<file path="src/rtl/demux32_stream2.sv">
// demux32_stream2
// One-input, two-output stream demultiplexer. Each accepted input word is
// steered to channel 0 or 1 by in_ctl. Each channel has a one-entry registered
// buffer and a counter of delivered words.
//
// Ports:
//   clk, rst_n                  clock, asynchronous active-low reset
//   in_valid/in_ready/in_data   input stream handshake and word
//   in_ctl                      destination channel, sampled with in_data
//   out0_valid/ready/data       channel 0 output stream
//   out1_valid/ready/data       channel 1 output stream
//   cnt_clr                     synchronous clear of both delivered-word counters
//   cnt0, cnt1                  words delivered on channel 0 / channel 1
module demux32_stream2 #(
  parameter int WIDTH = 32,
  parameter int CNT_W = 8
) (
  input  logic             clk,
  input  logic             rst_n,
  input  logic             in_valid,
  output logic             in_ready,
  input  logic [WIDTH-1:0] in_data,
  input  logic             in_ctl,
  output logic             out0_valid,
  input  logic             out0_ready,
  output logic [WIDTH-1:0] out0_data,
  output logic             out1_valid,
  input  logic             out1_ready,
  output logic [WIDTH-1:0] out1_data,
  input  logic             cnt_clr,
  output logic [CNT_W-1:0] cnt0,
  output logic [CNT_W-1:0] cnt1
);

  localparam logic [CNT_W-1:0] CNT_ONE = {{(CNT_W-1){1'b0}}, 1'b1};

  logic space0, space1;
  logic load0, load1;
  logic xfer0, xfer1;
  logic accept;

  // A channel can take a word when empty or when it drains on this edge.
  // Only the selected channel matters, so a stalled word blocks the stream
  // even if the other channel is idle.
  assign space0   = !out0_valid || out0_ready;
  assign space1   = !out1_valid || out1_ready;
  assign in_ready = in_ctl ? space1 : space0;

  assign accept = in_valid && in_ready;
  assign load0  = accept && !in_ctl;
  assign load1  = accept &&  in_ctl;
  assign xfer0  = out0_valid && out0_ready;
  assign xfer1  = out1_valid && out1_ready;

  always_ff @(posedge clk or negedge rst_n) begin
    if (!rst_n) begin
      out0_valid <= 1'b0;
      out0_data  <= '0;
    end else if (load0) begin
      out0_valid <= 1'b1;
      out0_data  <= in_data;
    end else if (xfer0) begin
      out0_valid <= 1'b0;
    end
  end

  always_ff @(posedge clk or negedge rst_n) begin
    if (!rst_n) begin
      out1_valid <= 1'b0;
      out1_data  <= '0;
    end else if (load1) begin
      out1_valid <= 1'b1;
      out1_data  <= in_data;
    end else if (xfer1) begin
      out1_valid <= 1'b0;
    end
  end

  // A transfer coinciding with a clear is counted as the first word after it.
  always_ff @(posedge clk or negedge rst_n) begin
    if (!rst_n) begin
      cnt0 <= '0;
      cnt1 <= '0;
    end else begin
      if (cnt_clr) begin
        cnt0 <= xfer0 ? CNT_ONE : '0;
        cnt1 <= xfer1 ? CNT_ONE : '0;
      end else begin
        if (xfer0) cnt0 <= cnt0 + CNT_ONE;
        if (xfer1) cnt1 <= cnt1 + CNT_ONE;
      end
    end
  end

endmodule

</file>
<file path="config.mk">
export PLATFORM = sky130hd
export DESIGN_NAME = demux32_stream2
export DESIGN_NICKNAME = d
export VERILOG_FILES = /design/src/rtl/demux32_stream2.sv
export SDC_FILE = /design/constraint.sdc
export NUM_CORES = 1
export LEC_CHECK = 0
export CORE_MARGIN = 2
export CORE_UTILIZATION = 25
export CTS_CLUSTER_SIZE = 12
export DETAILED_ROUTE_END_ITERATION = 8
export SLEW_MARGIN = 20
export SYNTH_ARGS = -nofsm -noshare
export SYNTH_HDL_FRONTEND = slang
export SYNTH_SLANG_ARGS = --single-unit
</file>
<file path="constraint.sdc">
create_clock -name clk -period 2.1 [get_ports clk]
set_input_delay 0.21 -clock clk [delete_from_list [all_inputs] [get_ports clk]]
set_output_delay 0.21 -clock clk [all_outputs]
set_load 0.01 [all_outputs]
</file>
### After elaboration in Yosys (flattened, before gate mapping)

Index checks and enable logic that the tools add are counted.
Widths: inputs -> output; s select.

* register bits: 82

* $add $sub $neg: 2
* muxes and demuxes: 11
* reduce and logical (&&, ||, !) cells: 14

Operator list (count)
* $mux 8: 4
* $add 8x1->8 const B: 2
* $reduce_bool 2->1: 4
* $mux 1: 7
* $logic_and 1x1->1: 5
* $logic_not 1->1: 3
* $logic_or 1x1->1: 2

### Logic depth before layout (Yosys ltp)

* word-level depth: 6
* mapped depth: 5
* gate-level depth less buffers: 4

### Least setup slack after synthesis

OpenSTA, ideal clock, no wires.

* path type: reg-to-reg
* start point: reg out1_valid
* end point: reg out1_data[10]
* period minus slack after synthesis: 1.391 ns
* stages on the path, launching flop included: 6
* setup slack: 0.709 ns
* path buffers: 2
* arrival: 1.266 ns
* path through: dfrtp_1 nand2b_1 nor2b_4 buf_6 buf_6 mux2_4

* word-level cells in the longest chain between the ends: 5

RTL lines
* start, declared: RTL line 27 `output logic out1_valid,`
* start signal, assigned: RTL line 69 `out1_valid <= 1'b0;`
* start signal, assigned: RTL line 72 `out1_valid <= 1'b1;`
* start signal, assigned: RTL line 75 `out1_valid <= 1'b0;`
* $logic_not 1->1: RTL line 46 `assign space1 = !out1_valid || out1_ready;`
* $logic_or 1x1->1: RTL line 46
* $mux 1: RTL line 47 `assign in_ready = in_ctl ? space1 : space0;`
* $logic_and 1x1->1: RTL line 49 `assign accept = in_valid && in_ready;`
* $logic_and 1x1->1: RTL line 51 `assign load1 = accept && in_ctl;`
* end signal, assigned: RTL line 73 `out1_data <= in_data;`
* end, declared: RTL line 29 `output logic [WIDTH-1:0] out1_data,`

Every way passes these cells.
A chain may end at the register's enable or synchronous reset.

### Final worst setup path

* start point: reg out1_valid
* end point: out in_ready

* word-level cells in the longest chain between the ends: 3

RTL lines
* $logic_not 1->1: RTL line 46
* $logic_or 1x1->1: RTL line 46
* $mux 1: RTL line 47
* end, declared: RTL line 21 `output logic in_ready,`

Every way passes these cells.

==> impl_summary.md <==
Setup path
The master of the slowest instance on the critical path is clkdlybuf4s50_1. The critical path data required time is roughly 1900 ps. The worst register-to-register path has a depth of 4. The worst register-to-register path ends at out1_data[31]. The setup slack of the worst register-to-register path is 550 ps.

The delay of the slowest cell on the worst path is between 400 and 500 ps. The endpoint arrival time on the critical path is ~1700 ps. The type of origin of the critical path is a flop.

The critical path is of the flop to primary output type. The category of the worst setup path capture point is a primary output. Traced cell by cell, the critical path runs through nand2b_1 > mux2_2 > clkdlybuf4s50_1. The startpoint identified for the worst register-to-register timing path is out1_valid. The peak fanout along the critical path is 6.

Pwr
The total power is about 0.0044 W. In this run the power density over the cells is roughly 870 nW/um^2. Across the VDD grid, the largest voltage drop is between 0.0003 and 0.0004 V.

In this run the static leakage power is around 2.1 nW.

Final layout
After routing the design area is around 5000 um^2. The count of filler cells inserted in the layout is around 1300. For this run, the post-layout net count is around 400. 0 antenna diodes ended up in the layout. The layout overhead on the synthesized area is 49.6%. In the final layout, the share of cells above drive strength 1 is 0.174.

Synthesis
The most used flip-flop cell after synthesis is dfrtp_1. The proportion of synthesized flip-flops having asynchronous set or reset is 1.00. The number of warnings issued by yosys is 0. The number of enable-type register cells in the synthesized netlist is 0. After synthesis the cells add up to roughly 3400 um^2. The library cell occupying the most area in the post-synthesis netlist is dfrtp_1. Of the post-synthesis cell area, the dominant cell type holds 0.602.

Counting instances in the post-synthesis netlist gives the leading cell types as dfrtp_1 (82), mux2_4 (30), mux2_1 (26). The netlist uses 26 different library cells. The synthesized netlist net count is approximately 270.

The count of state elements after synthesis is 82. The average instance in the mapped netlist occupies around 15 um^2. By area the synthesized netlist is led by dfrtp_1 (60%), mux2_4 (13%), mux2_1 (8.6%).

Of the synthesized area, sequential elements account for 0.602. The synthesized netlist cell count is about 220. The most common cell in the netlist is dfrtp_1.

Clock tree
The H-tree was split into 3 levels. TritonCTS built the clock tree. The clock-pin slew of the registers on the worst-case setup and hold paths is roughly 60 ps. The CTS sink count is 82.

Buffers inserted during clock tree synthesis total 9. The post-cts resize count is 0. CTS placed an instance of clkbuf_16 at the clock tree root. No sink is reached through more buffers than the 2 on the longest clock path. The clock latency of the later-clocked register in the worst-skew pair is 340 ps.

STA
The number of hold violations in the final report is 0. The upper clock frequency limit is between 500 and 600 MHz. The final sum of negative setup slack is 0 ps. The final number of setup-violating endpoints is 0. In this run the tightest slew margin relative to its limit is 0.660. The worst-case clock skew is between 7 and 8 ps. The max-slew violation count came to 0. Setup repair after global routing left no endpoint under its margin.

At the pin with the least slew margin, the transition time is 510 ps. In the finished design, the share of the clock period the worst path needs comes to 0.921. The worst path in the final design needs a cycle of around 1900 ps, including I/O delays and setup.

Floorplanning
The core region is roughly 13000 um^2. The floorplan has 42 rows. In this run the vertical extent of the chip is roughly 120 um.

The number of top-level pins is about 120. The horizontal die dimension is around 120 um. The die area is ~15000 um^2.

The initial utilization of the core area, before any placement, comes to 0.257.

Detailed routing
The total wire length is 7.83 mm. After detailed routing, the average wire length per cell comes to between 10 and 15 um. The first TritonRoute pass finished after 4 iterations. The final routed DRC violation total is 0. The final antenna-violating net count is 0.

The number of design-rule violations left by the first detailed-router iteration is between 60 and 70. The average via count per standard cell is about 4.3. Detailed routing inserted a total of between 2000 and 2500 vias.

Placed design
The congestion estimate from routability-driven global placement came to roughly 0.74. Once placement finished, the instance area stood at ~4900 um^2. Once detailed placement completed, the half-perimeter wirelength came to ~5.5 mm. The count of buffers from port buffering is 121.

Global routing
After global routing the overflow that remains totals 0. The initial antenna violation count is 0. The number of global-route vias before repair was ~2500.

The first global-routing pass estimated ~13 mm of wire. Entering global routing, the biggest net connects 47 pins. For this run, the total global-route usage over all layers was measured as 0.117.

Hold path
The path class of the tightest hold or removal check is input pin to asynchronous set/reset pin.

Flow run
The tool flagged a number of max-cap violations equal to 0.

Status
The flow ran to the end, and the final reports show no timing, DRC or antenna violations.
layer usage:
metal	wire length, um	track usage
met2	3940	0.185
met1	3240	0.144
met3	513	0.0439
met5	0	0
met4	134	0.0458
what timing repair did:
item | 4_1_cts | 5_1_grt
hold buffers | 1 | 0
setup buffers | 0 | 0
hold endpoints to repair | 36 | 0
how the worst max path moves through the flow:
stage	from	end	slack, ps	cells past startpoint
global placement	out0_ready	in_ready	220	4
floorplan	out1_valid	out1_data[10]	710	5
global route	out1_valid	in_ready	100	3
detailed placement	out0_ready	in_ready	200	4
finish	out1_valid	in_ready	170	3
CTS	out1_valid	in_ready	150	3
cell families after synthesis:
kind of cell,share of synthesized area
AO/OA/AOI/OAI,0.0352
XOR/XNOR,0.0103
adder cells (fa/ha/maj),0.00734
buffers and inverters,0.0264
flip-flops,0.602
multiplexers,0.248
AND/OR/NAND/NOR,0.0715
critical path: cells and delay by family (launching register included):
family | cells | cell delay [ps]
buffers and inverters | 1 | 480
DFF | 1 | 450
muxes | 1 | 290
and+or+nand+nor | 1 | 170
power by group:
part	switching [W]	internal, W	total (W)
logic	0.000390	0.000717	0.00111
clock network	0.000572	0.000779	0.00135
registers	0.000140	0.00182	0.00196
total	0.00110	0.00332	0.00442
sequential cells by signal, summed over array words and instances, names as in the netlist:
register    cells
cnt0            8
cnt1            8
out0_valid      1
out1_valid      1
out0_data      32
out1_data      32
layout by cell type, fill, tap and decap left out, types with 2 or more instances in the layout:
cell type / n
clkbuf_1: 3
nand3_1: 6
mux2_4: 30
a21oi_1: 12
mux2_2: 9
o21ai_0: 6
nand2_2: 2
nor2_1: 2
o31ai_1: 4
inv_1: 2
nand4_1: 4
buf_12: 4
clkbuf_16: 9
dfrtp_1: 82
clkdlybuf4s50_1: 120
or3_1: 6
ha_1: 2
buf_4: 3
nand2_1: 7
or4_1: 4
xnor2_1: 4
nor2b_1: 2
mux2_1: 26
cell type report:
| cell class | count | area [um^2] | share of cell area |
|---|---|---|---|
| Sequential cell | 82 | 2050 | 0.402 |
| Timing Repair Buffer | 128 | 1310 | 0.257 |
| Multi-Input combinational cell | 132 | 1270 | 0.249 |
| Clock inverter | 1 | 5.00 | 0.000981 |
| Clock buffer | 12 | 236 | 0.0463 |
| Inverter | 2 | 7.51 | 0.00147 |
| Tap cell | 176 | 220 | 0.0431 |
through the flow:
stage	setup slack [ps]	cells	util	hold slack, ps
6_report	167	533	0.384	390
5_1_grt	98.3	533	0.384	432
4_1_cts	147	533	0.384	392
3_5_place_dp	201	519	0.365	221
3_3_place_gp	216	519	0.365	216
2_1_floorplan	709	224	-	-85.6
(Power assumes the default switching activity.)
